File: config.mk
export PLATFORM = sky130hd
export DESIGN_NAME = pkt_flow_prior_flat
export DESIGN_NICKNAME = d
export VERILOG_FILES = /design/src/rtl/pkt_flow_prior_if.sv /design/src/rtl/pkt_flow_prior.sv /design/src/flat_wrapper.sv
export SDC_FILE = /design/constraint.sdc
export NUM_CORES = 2
export LEC_CHECK = 0
export ABC_AREA = 1
export BUFFER_PORTS_ARGS = -buffer_cell sky130_fd_sc_hd__clkbuf_2
export CAP_MARGIN = 0
export CORE_UTILIZATION = 60
export DETAILED_ROUTE_END_ITERATION = 10
export PLACE_DENSITY = 0.76
export SYNTH_ARGS = -nofsm -noshare
export SYNTH_HDL_FRONTEND = slang
export SYNTH_SLANG_ARGS = --single-unit
File: constraint.sdc
create_clock -name clk -period 53.3 [get_ports clk]
set_input_delay 13.325 -clock clk [delete_from_list [all_inputs] [get_ports clk]]
set_output_delay 13.325 -clock clk [all_outputs]
set_load 0.05 [all_outputs]
File: src/rtl/pkt_flow_prior_if.sv
// Bundle of the key-in / tagged-key-out handshake signals of the flow priority tagger.
// Handshake semantics:
//   input side : a key is pushed on a rising edge when in_en && in_valid; in_valid is high while the
//                FIFO has room and does not depend on in_en.
//   output side: the result in out_key/out_prior/out_hit is consumed on a rising edge when
//                out_valid && out_ready; while out_valid && !out_ready the result holds still.
interface pkt_flow_prior_if #(
  parameter int KEY_W = 96,
  parameter int CNT_W = 6
);
  logic             in_en;
  logic             in_valid;
  logic [KEY_W-1:0] in_key;
  logic             flush;
  logic             out_ready;
  logic             out_valid;
  logic [KEY_W-1:0] out_key;
  logic [CNT_W-1:0] out_prior;
  logic             out_hit;
  logic [15:0]      drop_cnt;

  // Traffic source / consumer side
  modport master (
    output in_en, in_key, flush, out_ready,
    input  in_valid, out_valid, out_key, out_prior, out_hit, drop_cnt
  );

  // Tagger side
  modport slave (
    input  in_en, in_key, flush, out_ready,
    output in_valid, out_valid, out_key, out_prior, out_hit, drop_cnt
  );
endinterface

File: src/rtl/pkt_flow_prior.sv
// Per-flow priority tagger: keys are buffered in a FIFO, matched against a small flow table holding a
// saturating packet count per flow, and emitted with a priority derived from the updated count.
module pkt_flow_prior #(
  parameter int KEY_W      = 96,
  parameter int SLOT_SIZE  = 8,
  parameter int CNT_W      = 6,
  parameter int FIFO_DEPTH = 16,
  parameter int PRIOR_MODE = 0
) (
  input  logic              clk,
  input  logic              rst,
  pkt_flow_prior_if.slave   bus
);

  localparam int AW = $clog2(FIFO_DEPTH);
  localparam int SW = $clog2(SLOT_SIZE);
  localparam logic [CNT_W-1:0] CNT_MAX = '1;

  // Input FIFO: pointers carry one extra wrap bit to tell full from empty
  logic [KEY_W-1:0] r_fifo_mem [FIFO_DEPTH];
  logic [AW:0]      r_wr_ptr;
  logic [AW:0]      r_rd_ptr;
  logic             w_full;
  logic             w_empty;
  logic             w_push;
  logic             w_pop;
  logic [KEY_W-1:0] w_head;

  // Flow table
  logic [SLOT_SIZE-1:0] r_slot_valid;
  logic [KEY_W-1:0]     r_slot_key [SLOT_SIZE];
  logic [CNT_W-1:0]     r_slot_cnt [SLOT_SIZE];
  logic [SW-1:0]        r_rr_ptr;

  // Lookup results
  logic             w_hit;
  logic [SW-1:0]    w_hit_idx;
  logic             w_free;
  logic [SW-1:0]    w_free_idx;
  logic [SW-1:0]    w_tgt_idx;
  logic [SW-1:0]    w_rr_next;
  logic [CNT_W-1:0] w_new_cnt;
  logic [CNT_W-1:0] w_new_prior;

  // Output register and drop counter
  logic             r_out_valid;
  logic [KEY_W-1:0] r_out_key;
  logic [CNT_W-1:0] r_out_prior;
  logic             r_out_hit;
  logic [15:0]      r_drop_cnt;

  assign w_empty = (r_wr_ptr == r_rd_ptr);
  assign w_full  = (r_wr_ptr[AW] != r_rd_ptr[AW]) && (r_wr_ptr[AW-1:0] == r_rd_ptr[AW-1:0]);
  // A full FIFO rejects the push even when a pop frees an entry on the same edge.
  assign w_push  = bus.in_en && !w_full;
  // flush owns the table on its edge, so the pop waits one cycle.
  assign w_pop   = !w_empty && (!r_out_valid || bus.out_ready) && !bus.flush;
  assign w_head  = r_fifo_mem[r_rd_ptr[AW-1:0]];

  // Lowest-index valid slot whose key equals the FIFO head
  always_comb begin
    w_hit     = 1'b0;
    w_hit_idx = '0;
    for (int i = SLOT_SIZE - 1; i >= 0; i--) begin
      if (r_slot_valid[i] && (r_slot_key[i] == w_head)) begin
        w_hit     = 1'b1;
        w_hit_idx = SW'(i);
      end
    end
  end

  // Lowest-index invalid slot, used for allocation on a miss
  always_comb begin
    w_free     = 1'b0;
    w_free_idx = '0;
    for (int i = SLOT_SIZE - 1; i >= 0; i--) begin
      if (!r_slot_valid[i]) begin
        w_free     = 1'b1;
        w_free_idx = SW'(i);
      end
    end
  end

  // Choose the slot to write and the count it receives
  always_comb begin
    w_rr_next = (r_rr_ptr == SW'(SLOT_SIZE - 1)) ? '0 : r_rr_ptr + 1'b1;
    if (w_hit) begin
      w_tgt_idx = w_hit_idx;
      w_new_cnt = (r_slot_cnt[w_hit_idx] == CNT_MAX) ? CNT_MAX : r_slot_cnt[w_hit_idx] + 1'b1;
    end else begin
      w_tgt_idx = w_free ? w_free_idx : r_rr_ptr;
      w_new_cnt = CNT_W'(1);
    end
    w_new_prior = (PRIOR_MODE != 0) ? ~w_new_cnt : w_new_cnt;
  end

  // FIFO storage write (contents need no reset; emptiness lives in the pointers)
  always_ff @(posedge clk) begin
    if (w_push) r_fifo_mem[r_wr_ptr[AW-1:0]] <= bus.in_key;
  end

  // FIFO pointers and saturating drop counter
  always_ff @(posedge clk or posedge rst) begin
    if (rst) begin
      r_wr_ptr   <= '0;
      r_rd_ptr   <= '0;
      r_drop_cnt <= '0;
    end else begin
      if (w_push) r_wr_ptr <= r_wr_ptr + 1'b1;
      if (w_pop)  r_rd_ptr <= r_rd_ptr + 1'b1;
      if (bus.in_en && w_full && (r_drop_cnt != 16'hFFFF)) r_drop_cnt <= r_drop_cnt + 16'd1;
    end
  end

  // Flow table update: flush clears, a pop bumps a hit or installs a new flow
  always_ff @(posedge clk or posedge rst) begin
    if (rst) begin
      r_slot_valid <= '0;
      r_rr_ptr     <= '0;
      for (int i = 0; i < SLOT_SIZE; i++) begin
        r_slot_key[i] <= '0;
        r_slot_cnt[i] <= '0;
      end
    end else if (bus.flush) begin
      r_slot_valid <= '0;
      r_rr_ptr     <= '0;
    end else if (w_pop) begin
      r_slot_valid[w_tgt_idx] <= 1'b1;
      r_slot_key[w_tgt_idx]   <= w_head;
      r_slot_cnt[w_tgt_idx]   <= w_new_cnt;
      // Round-robin pointer moves only when a valid flow is evicted
      if (!w_hit && !w_free) r_rr_ptr <= w_rr_next;
    end
  end

  // Output register: load on pop, clear valid after an accepted handshake with no refill
  always_ff @(posedge clk or posedge rst) begin
    if (rst) begin
      r_out_valid <= 1'b0;
      r_out_key   <= '0;
      r_out_prior <= '0;
      r_out_hit   <= 1'b0;
    end else if (w_pop) begin
      r_out_valid <= 1'b1;
      r_out_key   <= w_head;
      r_out_prior <= w_new_prior;
      r_out_hit   <= w_hit;
    end else if (r_out_valid && bus.out_ready) begin
      r_out_valid <= 1'b0;
    end
  end

  assign bus.in_valid  = !w_full;
  assign bus.out_valid = r_out_valid;
  assign bus.out_key   = r_out_key;
  assign bus.out_prior = r_out_prior;
  assign bus.out_hit   = r_out_hit;
  assign bus.drop_cnt  = r_drop_cnt;

endmodule
File: src/flat_wrapper.sv
// flat-port wrapper written by rule: the top's interface ports become plain ports
module pkt_flow_prior_flat 
#(
  parameter int KEY_W      = 96,
  parameter int SLOT_SIZE  = 8,
  parameter int CNT_W      = 6,
  parameter int FIFO_DEPTH = 16,
  parameter int PRIOR_MODE = 0
)
  (clk, rst, bus_in_en, bus_in_key, bus_flush, bus_out_ready, bus_in_valid, bus_out_valid, bus_out_key, bus_out_prior, bus_out_hit, bus_drop_cnt);
  pkt_flow_prior_if #(.KEY_W(KEY_W), .CNT_W(CNT_W)) bus_i ();
  input  logic clk;
  input  logic rst;
  input wire logic [$bits(bus_i.in_en)-1:0] bus_in_en;
  input wire logic [$bits(bus_i.in_key)-1:0] bus_in_key;
  input wire logic [$bits(bus_i.flush)-1:0] bus_flush;
  input wire logic [$bits(bus_i.out_ready)-1:0] bus_out_ready;
  output wire logic [$bits(bus_i.in_valid)-1:0] bus_in_valid;
  output wire logic [$bits(bus_i.out_valid)-1:0] bus_out_valid;
  output wire logic [$bits(bus_i.out_key)-1:0] bus_out_key;
  output wire logic [$bits(bus_i.out_prior)-1:0] bus_out_prior;
  output wire logic [$bits(bus_i.out_hit)-1:0] bus_out_hit;
  output wire logic [$bits(bus_i.drop_cnt)-1:0] bus_drop_cnt;
  assign bus_i.in_en = bus_in_en;
  assign bus_i.in_key = bus_in_key;
  assign bus_i.flush = bus_flush;
  assign bus_i.out_ready = bus_out_ready;
  assign bus_in_valid = bus_i.in_valid;
  assign bus_out_valid = bus_i.out_valid;
  assign bus_out_key = bus_i.out_key;
  assign bus_out_prior = bus_i.out_prior;
  assign bus_out_hit = bus_i.out_hit;
  assign bus_drop_cnt = bus_i.drop_cnt;
  pkt_flow_prior #(.KEY_W(KEY_W), .SLOT_SIZE(SLOT_SIZE), .CNT_W(CNT_W), .FIFO_DEPTH(FIFO_DEPTH), .PRIOR_MODE(PRIOR_MODE)) u_core (.clk(clk), .rst(rst), .bus(bus_i));
endmodule
== Yosys cells after proc, flatten, opt, wreduce, memory -nomap -nowiden ==
Memories as Yosys holds them, arrays and structs flattened.
Index checks and enable logic that the tools add are counted.

* Mux-type cells: 57
* Bitwise operators: 4
* $add $sub $neg: 5
* Reduce and logical (&&, ||, !) cells: 30
* Equal/unequal tests: 14
* Magnitude comparators: 5

{| class="wikitable"
|+ Operator list
! cell !! number
|-
| $bwmux W768 || 1
|-
| $eq A96 B96 Y1 || 8
|-
| $demux W96 S3 || 1
|-
| $mux W96 || 1
|-
| $mux W3 || 22
|-
| $bwmux W48 || 1
|-
| $mux W6 || 5
|-
| $mux W1 || 21
|-
| $bmux W6 S3 || 1
|-
| $demux W6 S3 || 1
|-
| $logic_and A1 B1 Y1 || 18
|-
| $add A16 B1 Y16 const B || 1
|-
| $mux W8 || 2
|-
| $ne A16 B16 Y1 const B || 1
|-
| $add A5 B1 Y5 const B || 2
|-
| $ge A4 B4 Y1 const B || 2
|-
| $not A3 Y4 || 2
|-
| $or A8 B8 Y8 || 1
|-
| $add A6 B1 Y6 const B || 1
|-
| $eq A6 B6 Y1 const B || 1
|-
| $logic_not A1 Y1 || 6
|-
| $reduce_bool A2 Y1 || 3
|-
| $eq A5 B5 Y1 || 1
|-
| $eq A4 B4 Y1 || 1
|-
| 10 further kinds || 11
|}

* Input port bits: 101
* Logic and storage cells: 141
* Memories kept: 1
* Register bits after elaboration: 957
* RAM bits: 1536

{| class="wikitable"
|+ Memory list
! memory !! words !! width !! read ports !! clocked after memory_dff !! write ports !! line !! text
|-
| u_core.r_fifo_mem || 16 || 96 || 1 || 0 || 1 || pkt_flow_prior.sv:20 || <nowiki>logic [KEY_W-1:0] r_fifo_mem [FIFO_DEPTH];</nowiki>
|}

== Depth between registers and ports, before layout ==
An unclocked memory read counts as a cell.

* Word-level depth: 19
* Gate-level depth with buffers: 42
* Depth with buffers taken out: 37

== Least setup slack after synthesis ==
No wires, ideal clock.

* Kind: input to register
* Start: in bus_in_en
* End: mem u_core.r_fifo_mem[15][0], enable pin
* Path slack: 34.989 ns
* Cell stages on the path: 4
* Setup time: 0.554 ns
* Path buffers: 0
* Arrival: 17.757 ns
* Required time: 52.746 ns
* Cell sequence: nand2_1 > inv_1 > nand2_1 > nor2_1

* Word-level cells in the longest chain between the ends: 3

{| class="wikitable"
|+ RTL lines
! item !! line !! text
|-
| from (decl) || flat_wrapper.sv:14 || <nowiki>input wire logic [$bits(bus_i.in_en)-1:0] bus_in_en;</nowiki>
|-
| $logic_and A1 B1 Y1 || pkt_flow_prior.sv:55 || <nowiki>assign w_push = bus.in_en && !w_full;</nowiki>
|-
| $mux W1 || pkt_flow_prior.sv:99 || <nowiki>if (w_push) r_fifo_mem[r_wr_ptr[AW-1:0]] <= bus.in_key;</nowiki>
|-
| $mux W1 (implied by the code) || pkt_flow_prior.sv:99 ||
|-
| to (decl) || pkt_flow_prior.sv:20 ||
|}

Every way passes these cells.

== Worst setup path after layout ==
* Start: reg u_core.r_rd_ptr[1]
* End: out bus_in_valid

* Word-level cells in the longest chain between the ends: 3

{| class="wikitable"
|+ RTL lines
! item !! line !! text
|-
| from (decl) || pkt_flow_prior.sv:22 || <nowiki>logic [AW:0] r_rd_ptr;</nowiki>
|-
| from (signal assigned) || pkt_flow_prior.sv:110 || <nowiki>if (w_pop) r_rd_ptr <= r_rd_ptr + 1'b1;</nowiki>
|-
| $eq A4 B4 Y1 || pkt_flow_prior.sv:53 || <nowiki>assign w_full = (r_wr_ptr[AW] != r_rd_ptr[AW]) && (r_wr_ptr[AW-1:0] == r_rd_ptr[AW-1:0]);</nowiki>
|-
| $logic_and A1 B1 Y1 || pkt_flow_prior.sv:53 ||
|-
| $logic_not A1 Y1 || pkt_flow_prior.sv:153 || <nowiki>assign bus.in_valid = !w_full;</nowiki>
|-
| to (decl) || flat_wrapper.sv:18 || <nowiki>output wire logic [$bits(bus_i.in_valid)-1:0] bus_in_valid;</nowiki>
|}

Every way passes these cells.

==> metrics.md <==
| Metric | Value |
|---|---|
| Status | `finished with violations` |
| Failing checks | `max-slew violations` |
| Total Routing Usage GR | `38.9%` |
| P_int | `0.00430 W` |
| PostCTS Resize Cnt | `0` |
| Post-Syn Instances | `12100` |
| Dpl hpwl | `232 mm` |
| Tcrit/Tclk final | `30.2%` |
| HP Start | `u_core.bus.out_key[26]` |
| Clock Latency Late Sink | `0.95 ns` |
| Minimum clock period | `16.08 ns` |
| Die area | `189000 um^2` |
| Initial antenna violation count | `21` |
| Port bufs | `221` |
| Worst Clk Skew | `0.0500 ns` |
| Layout fillers | `14100` |
| FFs w/ async S/R, synth | `38.4%` |
| Final Hold Fails | `0` |
| GPL Wtd Cong | `1.01` |
| Vias | `87400` |
| Logic pwr share | `49.3%` |
| EDFF count, synth | `1536` |
| Most frequent cells in the layout | `nand2_1, edfxtp_1, inv_1` |
| Mapped cell area | `112000 um^2` |
| Fin util | `66.3%` |
| Highest Signal Layer | `met5` |
| Maxcap violations | `0` |
| Crit path from | `u_core.r_rd_ptr[1]` |
| CP startpoint kind | `flip-flop` |
| Switching pwr | `0.00429 W` |
| Syn Nets | `12200` |
| Maximum root-to-sink buffer count | `4` |
| Crit path depth | `5` |
| Num Clock Sinks | `2493` |
| Routed Wire Length | `371 mm` |
| Final setup violating endpoints | `0` |
| Commonest non-fill, non-tap cell in the layout | `nand2_1` |
| Clock transition at the registers of the reported paths | `0.06 ns` |
| Reg2reg end | `u_core.r_slot_cnt[17]` |
| Final Max Slew Viols | `76` |
| # Post-CTS Setup Buffers | `0` |
| Largest net degree at the start of global routing | `325` |
| Overflow after GRT | `0` |
| DR WL/cell | `25.1 um` |
| R2R cell count | `28` |
| Hold Path End | `u_core.bus.out_key[26]` |
| Tightest Hold Check Type | `flip-flop to flip-flop` |
| Max Fclk | `62.2 MHz` |
| P_leak | `54.1 nW` |
| Core area | `186000 um^2` |
| Cell chain of the critical path | `xnor2_1 > nand4_1 > nor2_1 > inv_1 > clkbuf_2` |
| Flop pwr share | `29.4%` |
| Worst slew pin tran | `1.57 ns` |
| Met3 WL | `46.5 mm` |
| Vias in the first global route | `82200` |
| Setup TNS Final | `0 ns` |
| Mean post-synth cell area | `9.30 um^2` |
| Crit Path Max Fanout | `46` |
| Slew HR | `-4.79%` |
| Hold depth | `2` |
| Nets | `12200` |
| Sw Share | `49.9%` |
| Reg2Reg Setup Slack | `42.74 ns` |
| Share of layout cells above drive strength 1 | `8.15%` |
| Die height | `435 um` |
| Starting Density | `60.5%` |
| CTS tree | `done` |
| Met2 wire len | `161 mm` |
| Worst path slowest cell | `dfrtp_4` |
| CTS Root Cell | `clkbuf_16` |
| Dominant synthesized flop cell | `edfxtp_1` |
| Die width | `435 um` |
| Post-CTS Hold Fix Bufs | `0` |
| Worst vdd ir | `0.0675 mV` |
| Pwr Density | `69.8 nW/um^2` |
| Layout area overhead | `9.55%` |
| Worst path bufs/invs | `2` |
| Synthesis-stage register bit count | `2493` |
| First-pass GRT wire length | `538 mm` |
| Num ports | `222` |
| WS Path Type | `flip-flop to output port` |
| CTS buffer count | `275` |
| Num rows | `158` |
| Via density | `5.91` |
| RSZ-0062 raised after global routing | `false` |
| Clk pwr share | `21.3%` |
| Crit path largest cell delay | `0.86 ns` |
| CP arrival | `2.75 ns` |
| DRT antenna net count | `0` |
| Synth warn | `0` |
| Required @ worst endpoint | `39.98 ns` |
| H-Tree Depth | `5` |
| CP endpoint kind | `output port` |
| Crit-path leading delay family | `flip-flops` |
| Post-synthesis sequential area ratio | `62.4%` |
| R2r startpoint | `u_core.r_rd_ptr[0]` |
| DRT Pass-1 Iters | `7` |
| Distinct cells, synth | `55` |
| Seq. cell area | `70100 um^2` |
| 1st-iter DRT viols | `13100` |
| Multi-input logic area | `33900 um^2` |
| Wl on met1 | `136 mm` |
| Remaining DRCs | `0` |
flip-flops by register name, summed over array words and instances, names as in the netlist:
signal,cells
u_core.bus.drop_cnt,16
u_core.bus.out_hit,1
u_core.bus.out_key,96
u_core.bus.out_prior,6
u_core.bus.out_valid,1
u_core.r_fifo_mem,1536
u_core.r_rd_ptr,5
u_core.r_rr_ptr,3
u_core.r_slot_cnt,48
u_core.r_slot_key,768
u_core.r_slot_valid,8
u_core.r_wr_ptr,5
layer usage:
| layer | vias up | GRT usage, % |
|---|---|---|
| li1 | 39100 | - |
| met5 | - | 0 |
| met2 | 5555 | 57.2 |
| met3 | 1138 | 9.12 |
| met4 | 18 | 24.9 |
| met1 | 41600 | 52.2 |
worst max path at each step:
stage                             endpoint  slack [ns]
floorplan           u_core.bus.drop_cnt[0]       13.06
global placement     u_core.r_slot_key[55]       36.40
detailed placement  u_core.r_slot_key[173]       36.38
CTS                           bus_in_valid       37.18
global route         u_core.r_slot_key[55]       36.96
finish                        bus_in_valid       37.22
stage by stage:
stage               power [W]  cells  setup WS (ns)  instance area [um^2]  hold WS, ns
floorplan             0.00484  12100          13.06                112000        0.453
global placement      0.00653  14300          36.40                115000        0.454
detailed placement    0.00659  14300          36.38                115000        0.459
CTS                   0.00842  14800          37.18                123000        0.475
global route          0.00882  14800          36.96                123000        0.501
finish                0.00859  14800          37.22                123000        0.475
worst min-delay path, delay by kind of cell, from the launching register on:
kind	cells	cell delay [ns]
flip-flops	1	0.34
AND/OR/NAND/NOR	2	0.10
logic make-up after synthesis:
kind of cell	share of synthesized area, %
flip-flops	62.4
multiplexers	0.0178
adder cells (fa/ha/maj)	0.100
AND/OR/NAND/NOR	21.7
buffers and inverters	7.64
AO/OA/AOI/OAI	6.62
XOR/XNOR	1.54
power groups by stage:
stage          logic [W]  registers (W)  clock network (W)
2_1_floorplan    0.00220        0.00264                  0
3_3_place_gp     0.00398        0.00255                  0
3_5_place_dp     0.00404        0.00256                  0
4_1_cts          0.00406        0.00252            0.00184
5_1_grt          0.00436        0.00255            0.00191
6_report         0.00423        0.00253            0.00183
cells in the mapped netlist (20+ instances only):
library cell / count / area share, %
inv_1: 1269 / 4.2
edfxtp_1: 1536 / 41
nand2_1: 4127 / 14
xor2_1: 161 / 1.3
nor4_1: 36 / 0.20
buf_1: 24 / 0.080
nand4_1: 62 / 0.35
inv_2: 94 / 0.31
or2_2: 20 / 0.11
buf_4: 110 / 0.73
xnor2_1: 37 / 0.29
buf_2: 313 / 1.4
nand2_2: 50 / 0.28
o21ai_1: 479 / 2.1
o22ai_1: 104 / 0.58
nand3b_1: 21 / 0.14
nand3_1: 838 / 3.7
nor2_1: 754 / 2.5
clkbuf_1: 125 / 0.42
o21ai_0: 707 / 3.1
buf_6: 44 / 0.44
nor3_1: 40 / 0.18
dfrtp_1: 957 / 21
layout make-up:
class	instances	area share, %
sequential	2493	56.9
multi-input combinational	7602	27.5
clock buffer	357	6.17
inverter	1366	4.21
tap	2480	2.52
timing repair buffer	376	1.94
clock inverter	101	0.691
antenna	9	0.0183
(Power assumes the default switching activity.)
